## config.mk

```make
export PLATFORM = sky130hd
export DESIGN_NAME = instr_encoder_loader
export DESIGN_NICKNAME = d
export VERILOG_FILES = /design/src/rtl/instr_encoder_loader.sv
export SDC_FILE = /design/constraint.sdc
export NUM_CORES = 1
export LEC_CHECK = 0
export CORE_MARGIN = 10
export CORE_UTILIZATION = 42
export CTS_CLUSTER_DIAMETER = 40
export DETAILED_ROUTE_END_ITERATION = 8
export GPL_TIMING_DRIVEN = 0
export PLACE_DENSITY_LB_ADDON = 0.08
export SETUP_SLACK_MARGIN = 0.15
export SYNTH_ARGS = -nofsm -noshare
export SYNTH_HDL_FRONTEND = slang
export SYNTH_SLANG_ARGS = --single-unit
```

## constraint.sdc

```tcl
create_clock -name clk -period 2.6 [get_ports clk]
set_input_delay 0.52 -clock clk [delete_from_list [all_inputs] [get_ports clk]]
set_output_delay 0.52 -clock clk [all_outputs]
set_load 0.005 [all_outputs]
```

## src/rtl/instr_encoder_loader.sv

```systemverilog
// Program loader: encodes instruction descriptors into RV32I words and
// writes them one after another into imem via a single write port.
module instr_encoder_loader #(
    parameter int ADDR_WIDTH = 8,
    parameter int BASE_ADDR  = 0
) (
    input  logic                  clk,
    input  logic                  rst,
    input  logic                  start,
    input  logic                  in_valid,
    output logic                  in_ready,
    input  logic [2:0]            in_fmt,
    input  logic [2:0]            in_funct3,
    input  logic                  in_funct7b5,
    input  logic [4:0]            in_rd,
    input  logic [4:0]            in_rs1,
    input  logic [4:0]            in_rs2,
    input  logic [20:0]           in_imm,
    input  logic                  in_last,
    output logic                  imem_we,
    output logic [ADDR_WIDTH-1:0] imem_addr,
    output logic [31:0]           imem_wdata,
    output logic                  busy,
    output logic                  done,
    output logic [1:0]            err,
    output logic [ADDR_WIDTH:0]   word_count
);

    typedef enum logic [2:0] {
        S_IDLE, S_ACCEPT, S_WRITE, S_DONE, S_ERROR
    } state_t;

    // encoder result: word plus the error code it would raise
    typedef struct packed {
        logic [31:0] word;
        logic [1:0]  err;
    } enc_t;

    // pointer and count carry one spare bit so they can reach the full capacity
    localparam logic [ADDR_WIDTH:0] BASE = (ADDR_WIDTH+1)'(BASE_ADDR);
    localparam logic [ADDR_WIDTH:0] CAP  = (ADDR_WIDTH+1)'((1 << ADDR_WIDTH) - BASE_ADDR);
    localparam logic [ADDR_WIDTH:0] ONE  = (ADDR_WIDTH+1)'(1);

    state_t              st, nxt;
    enc_t                enc;
    logic                imm_bad, shift_op, i_ok, b_ok;
    logic                last_q;
    logic [ADDR_WIDTH:0] ptr;

    // immediate fits when the bits above the field are pure sign extension
    assign i_ok     = (in_imm[20:11] == '0) || (in_imm[20:11] == '1);
    assign b_ok     = ((in_imm[20:12] == '0) || (in_imm[20:12] == '1)) && !in_imm[0];
    assign shift_op = (in_funct3[1:0] == 2'b01);

    // combinational encode and legality check of the presented descriptor
    always_comb begin
        enc     = '0;
        imm_bad = 1'b0;
        case (in_fmt)
            3'd0: enc.word = {1'b0, in_funct7b5, 5'b0, in_rs2, in_rs1, in_funct3, in_rd, 7'b0110011};
            3'd1: begin
                if (shift_op) begin
                    imm_bad  = (in_imm[20:5] != '0);
                    enc.word = {1'b0, in_funct7b5, 5'b0, in_imm[4:0], in_rs1, in_funct3, in_rd, 7'b0010011};
                end else begin
                    imm_bad  = !i_ok;
                    enc.word = {in_imm[11:0], in_rs1, in_funct3, in_rd, 7'b0010011};
                end
            end
            3'd2: begin
                imm_bad  = !i_ok;
                enc.word = {in_imm[11:0], in_rs1, in_funct3, in_rd, 7'b0000011};
            end
            3'd3: begin
                imm_bad  = !i_ok;
                enc.word = {in_imm[11:5], in_rs2, in_rs1, in_funct3, in_imm[4:0], 7'b0100011};
            end
            3'd4: begin
                imm_bad  = !b_ok;
                enc.word = {in_imm[12], in_imm[10:5], in_rs2, in_rs1, in_funct3,
                            in_imm[4:1], in_imm[11], 7'b1100011};
            end
            3'd5: begin
                imm_bad  = !i_ok;
                enc.word = {in_imm[11:0], in_rs1, 3'b000, in_rd, 7'b1100111};
            end
            3'd6: begin
                imm_bad  = in_imm[0];
                enc.word = {in_imm[20], in_imm[10:1], in_imm[11], in_imm[19:12], in_rd, 7'b1101111};
            end
            default: ;
        endcase
        // illegal format outranks immediate, which outranks overflow
        if (in_fmt == 3'd7)       enc.err = 2'b11;
        else if (imm_bad)         enc.err = 2'b01;
        else if (word_count == CAP) enc.err = 2'b10;
        else                      enc.err = 2'b00;
    end

    // state register
    always_ff @(posedge clk or posedge rst) begin
        if (rst) st <= S_IDLE;
        else     st <= nxt;
    end

    // next state: start always (re)opens a session
    always_comb begin
        nxt = st;
        if (start) begin
            nxt = S_ACCEPT;
        end else begin
            case (st)
                S_ACCEPT: if (in_valid) nxt = (enc.err != 2'b00) ? S_ERROR : S_WRITE;
                S_WRITE:  nxt = last_q ? S_DONE : S_ACCEPT;
                default:  ;
            endcase
        end
    end

    // outputs decoded from state; a start in WRITE kills that cycle's write
    always_comb begin
        in_ready = (st == S_ACCEPT);
        busy     = (st == S_ACCEPT) || (st == S_WRITE);
        imem_we  = (st == S_WRITE) && !start;
    end

    // datapath: capture on handshake, advance pointer after each write
    always_ff @(posedge clk or posedge rst) begin
        if (rst) begin
            ptr        <= BASE;
            word_count <= '0;
            err        <= 2'b00;
            done       <= 1'b0;
            last_q     <= 1'b0;
            imem_addr  <= '0;
            imem_wdata <= '0;
        end else if (start) begin
            ptr        <= BASE;
            word_count <= '0;
            err        <= 2'b00;
            done       <= 1'b0;
        end else begin
            case (st)
                S_ACCEPT: begin
                    if (in_valid) begin
                        if (enc.err != 2'b00) begin
                            err <= enc.err;
                        end else begin
                            imem_addr  <= ptr[ADDR_WIDTH-1:0];
                            imem_wdata <= enc.word;
                            last_q     <= in_last;
                        end
                    end
                end
                S_WRITE: begin
                    ptr        <= ptr + ONE;
                    word_count <= word_count + ONE;
                    if (last_q) done <= 1'b1;
                end
                default: ;
            endcase
        end
    end

endmodule

```

==> results.json <==
{
  "syn-num-nets": 379,
  "critPathRequiredTime_ns": 2.82,
  "clk_pin_slew_ns": 0.07,
  "skew_ns": 0.00860,
  "slew_violations": 0,
  "coreArea_sq_um": 7730,
  "holdWs_ns": 0.490,
  "design_area_sq_um": 4850,
  "drive_gt1_share_pct": 9.96,
  "layout_setup_ws_ns": 0.237,
  "min_path_type": "reg -> reg",
  "cp-end-kind": "register",
  "period_needed_ns": 2.36,
  "synth_cell_types": 44,
  "async_flop_share_pct": 100,
  "cts_tree": "done",
  "die_height_microns": 109,
  "rsz0062_at_grt": "no",
  "routed_wl_microns": 9310,
  "syn_to_final_growth_pct": 44.8,
  "p_leak_nw": 2.10,
  "final_nets": 498,
  "startpoint_type": "input port",
  "drt_iter0_drc": 126,
  "relSlewSlack_pct": 59.4,
  "dieArea_sq_um": 11900,
  "viasPerCell": 5.16,
  "place_hpwl_microns": 7030,
  "grt_pass1_wl_microns": 14900,
  "wire_per_inst_microns": 16.8,
  "firstDrtPassIters": 4,
  "synth_seq_cells": 63,
  "peakVddDrop_mv": 0.449,
  "finalHoldViolCount": 0,
  "ios": 103,
  "yosys_warnings": 0,
  "io_buffers": 102,
  "via_count": 2861,
  "syn_area_sq_um": 3350,
  "antenna_found_initial": 0,
  "grt_pass1_vias": 2937,
  "cts.sinks": 63,
  "drv_cap": 0,
  "synth-edff-count": 0,
  "die_w_microns": 109,
  "root_buffer": "clkbuf_8",
  "cts_made_buffers": 9,
  "crit_fanout": 10,
  "outcome": "completed",
  "setup_viol": 0,
  "grt_max_degree": 37,
  "arrival_ns": 2.58,
  "ctsHoldBuffers": 0,
  "critical_path_class": "in -> reg",
  "drc": 0,
  "h-tree-depth": 3,
  "fmax_mhz": 423,
  "clock_latency_ns": 0.34,
  "grt_usage_pct": 15.6,
  "synth_ff_type": "dfrtp_1",
  "place_ws_ns": -0.328,
  "drtAntennaViolNets": 0,
  "finalCritPeriodShare_pct": 90.9,
  "gp_congestion": 0.787,
  "placed_area_sq_um": 4510,
  "powerDensity_nw_per_um2": 655,
  "tightest_slew_ns": 0.608,
  "row_count": 32,
  "grt-ovfl-total": 0,
  "yosysSeqAreaShare_pct": 47.1,
  "diodes": 0,
  "initial_core_util_pct": 43.3,
  "avgSynthCellArea_sq_um": 10.2,
  "netlist_instances": 328,
  "cts.path.max_buffers": 2
}
==> cell usage after synthesis, drive strengths merged, types with 2 or more instances <==
| master | instances | area (sq um) |
|---|---|---|
| dfrtp | 63 | 1580 |
| nor2 | 31 | 116 |
| mux2 | 28 | 315 |
| nand2 | 23 | 86.3 |
| a21oi | 21 | 105 |
| inv | 21 | 78.8 |
| mux2i | 21 | 210 |
| clkbuf | 14 | 52.6 |
| xor2 | 11 | 96.3 |
| a221oi | 9 | 78.8 |
| o21ai | 9 | 45.0 |
| nor3b | 7 | 57.6 |
| and3 | 6 | 37.5 |
| buf | 6 | 52.5 |
| nand3 | 6 | 30.0 |
| nand4 | 6 | 37.5 |
| xnor2 | 5 | 43.8 |
| a211oi | 4 | 42.5 |
| a31oi | 3 | 18.8 |
| ha | 3 | 37.5 |
| nor2b | 3 | 18.8 |
| nor3 | 3 | 15.0 |
| nor4b | 3 | 26.3 |
| o22ai | 3 | 18.8 |
| and2 | 2 | 12.5 |
| nand2b | 2 | 12.5 |
| nor4 | 2 | 12.5 |
| or2 | 2 | 12.5 |
==> layer usage <==
| metal | GRT usage [%] | up-vias | share of wire (%) |
|---|---|---|---|
| li1 | - | 1394 | - |
| met1 | 18.9 | 1378 | 42 |
| met2 | 25.9 | 80 | 48 |
| met3 | 5.78 | 9 | 9.0 |
| met4 | 3.90 | 0 | 0.89 |
| met5 | 0 | - | 0 |
==> power breakdown <==
part	internal, W	total, W	switching [W]
Clock	0.000539	0.000936	0.000397
Combinational	0.000593	0.000936	0.000343
Sequential	0.00119	0.00130	0.000111
==> worst max-delay path, stage by stage <==
cell	delay, ns
clkdlybuf4s50_1	0.45
nor4_2	0.25
nand3_1	0.15
a311o_1	0.35
a211oi_4	0.22
buf_6	0.17
buf_12	0.14
mux2_1	0.32
==> cell usage in the layout, fill, tap and decap left out, types with 9 or more instances in the layout <==
cell type and instances:
clkdlybuf4s50_1 101, dfrtp_1 62, nor2_1 31, mux2_1 27, nand2_1 23, mux2i_1 21
a21oi_1 21, inv_1 20, clkbuf_1 11, xor2_1 11, o21ai_0 9, a221oi_1 9
clkbuf_8 9
==> timing repair <==
action | 4_1_cts | 5_1_grt
setup endpoints to repair | 39 | 41
gates resized for setup | 6 | 21
pin swaps | 3 | 3
setup buffers | 3 | 1
cloned | 1 | 0
==> stage by stage <==
stage	std cells	util (%)	total power (W)	TNS, ns
global route	554	62.7	0.00336	0
CTS	553	61.8	0.00321	0
detailed placement	533	58.4	0.00227	-11.64
global placement	532	58.2	0.00223	-53.73
floorplan	328	-	0.00163	0
finish	554	62.7	0.00317	0
==> worst paths after layout <==
path	startpoint	end	slack, ns	cells past startpoint
min	imem_wdata[10]$_DFFE_PP0P_	imem_wdata[10]$_DFFE_PP0P_	0.49	1
min reg2reg	imem_wdata[10]$_DFFE_PP0P_	imem_wdata[10]$_DFFE_PP0P_	0.49	1
min in group asynchronous	rst	imem_addr[4]$_DFFE_PP0P_	0.57	2
max in group asynchronous	rst	imem_wdata[26]$_DFFE_PP0P_	1.41	3
max	in_imm[16]	imem_wdata[31]$_DFFE_PP0P_	0.24	8
max reg2reg	st[2]$_DFFE_PP0P_	imem_wdata[31]$_DFFE_PP0P_	0.46	7
==> registers in the layout, summed over array words and instances, names as in the netlist <==
signal,count
st,3
word_count,9
imem_wdata,31
last_q,1
done,1
imem_addr,8
ptr,8
err,2
==> kinds of logic (layout without fill, tap and decap cells) <==
family          count (synthesis)  in the layout  synth area share, %
fa+ha+maj                       3              3                 1.12
flops                          63             63                 47.1
buf+inv                        41            165                 5.50
simple gates                   99             99                 15.0
xor+xnor                       16             16                 4.19
mux                            49             49                 15.7
compound gates                 57             57                 11.3
==> layout make-up <==
class / count / area, sq um
flip-flops and latches: 63 / 1580
plain buffers: 20 / 135
fillers: 667 / 2880
repair buffers: 108 / 1090
multi-input cells: 224 / 1630
clock buffers: 10 / 128
inverters: 21 / 78.8
well taps: 102 / 128
clock inverters: 6 / 83.8
No activity file was read; power rests on OpenSTA's default activity.
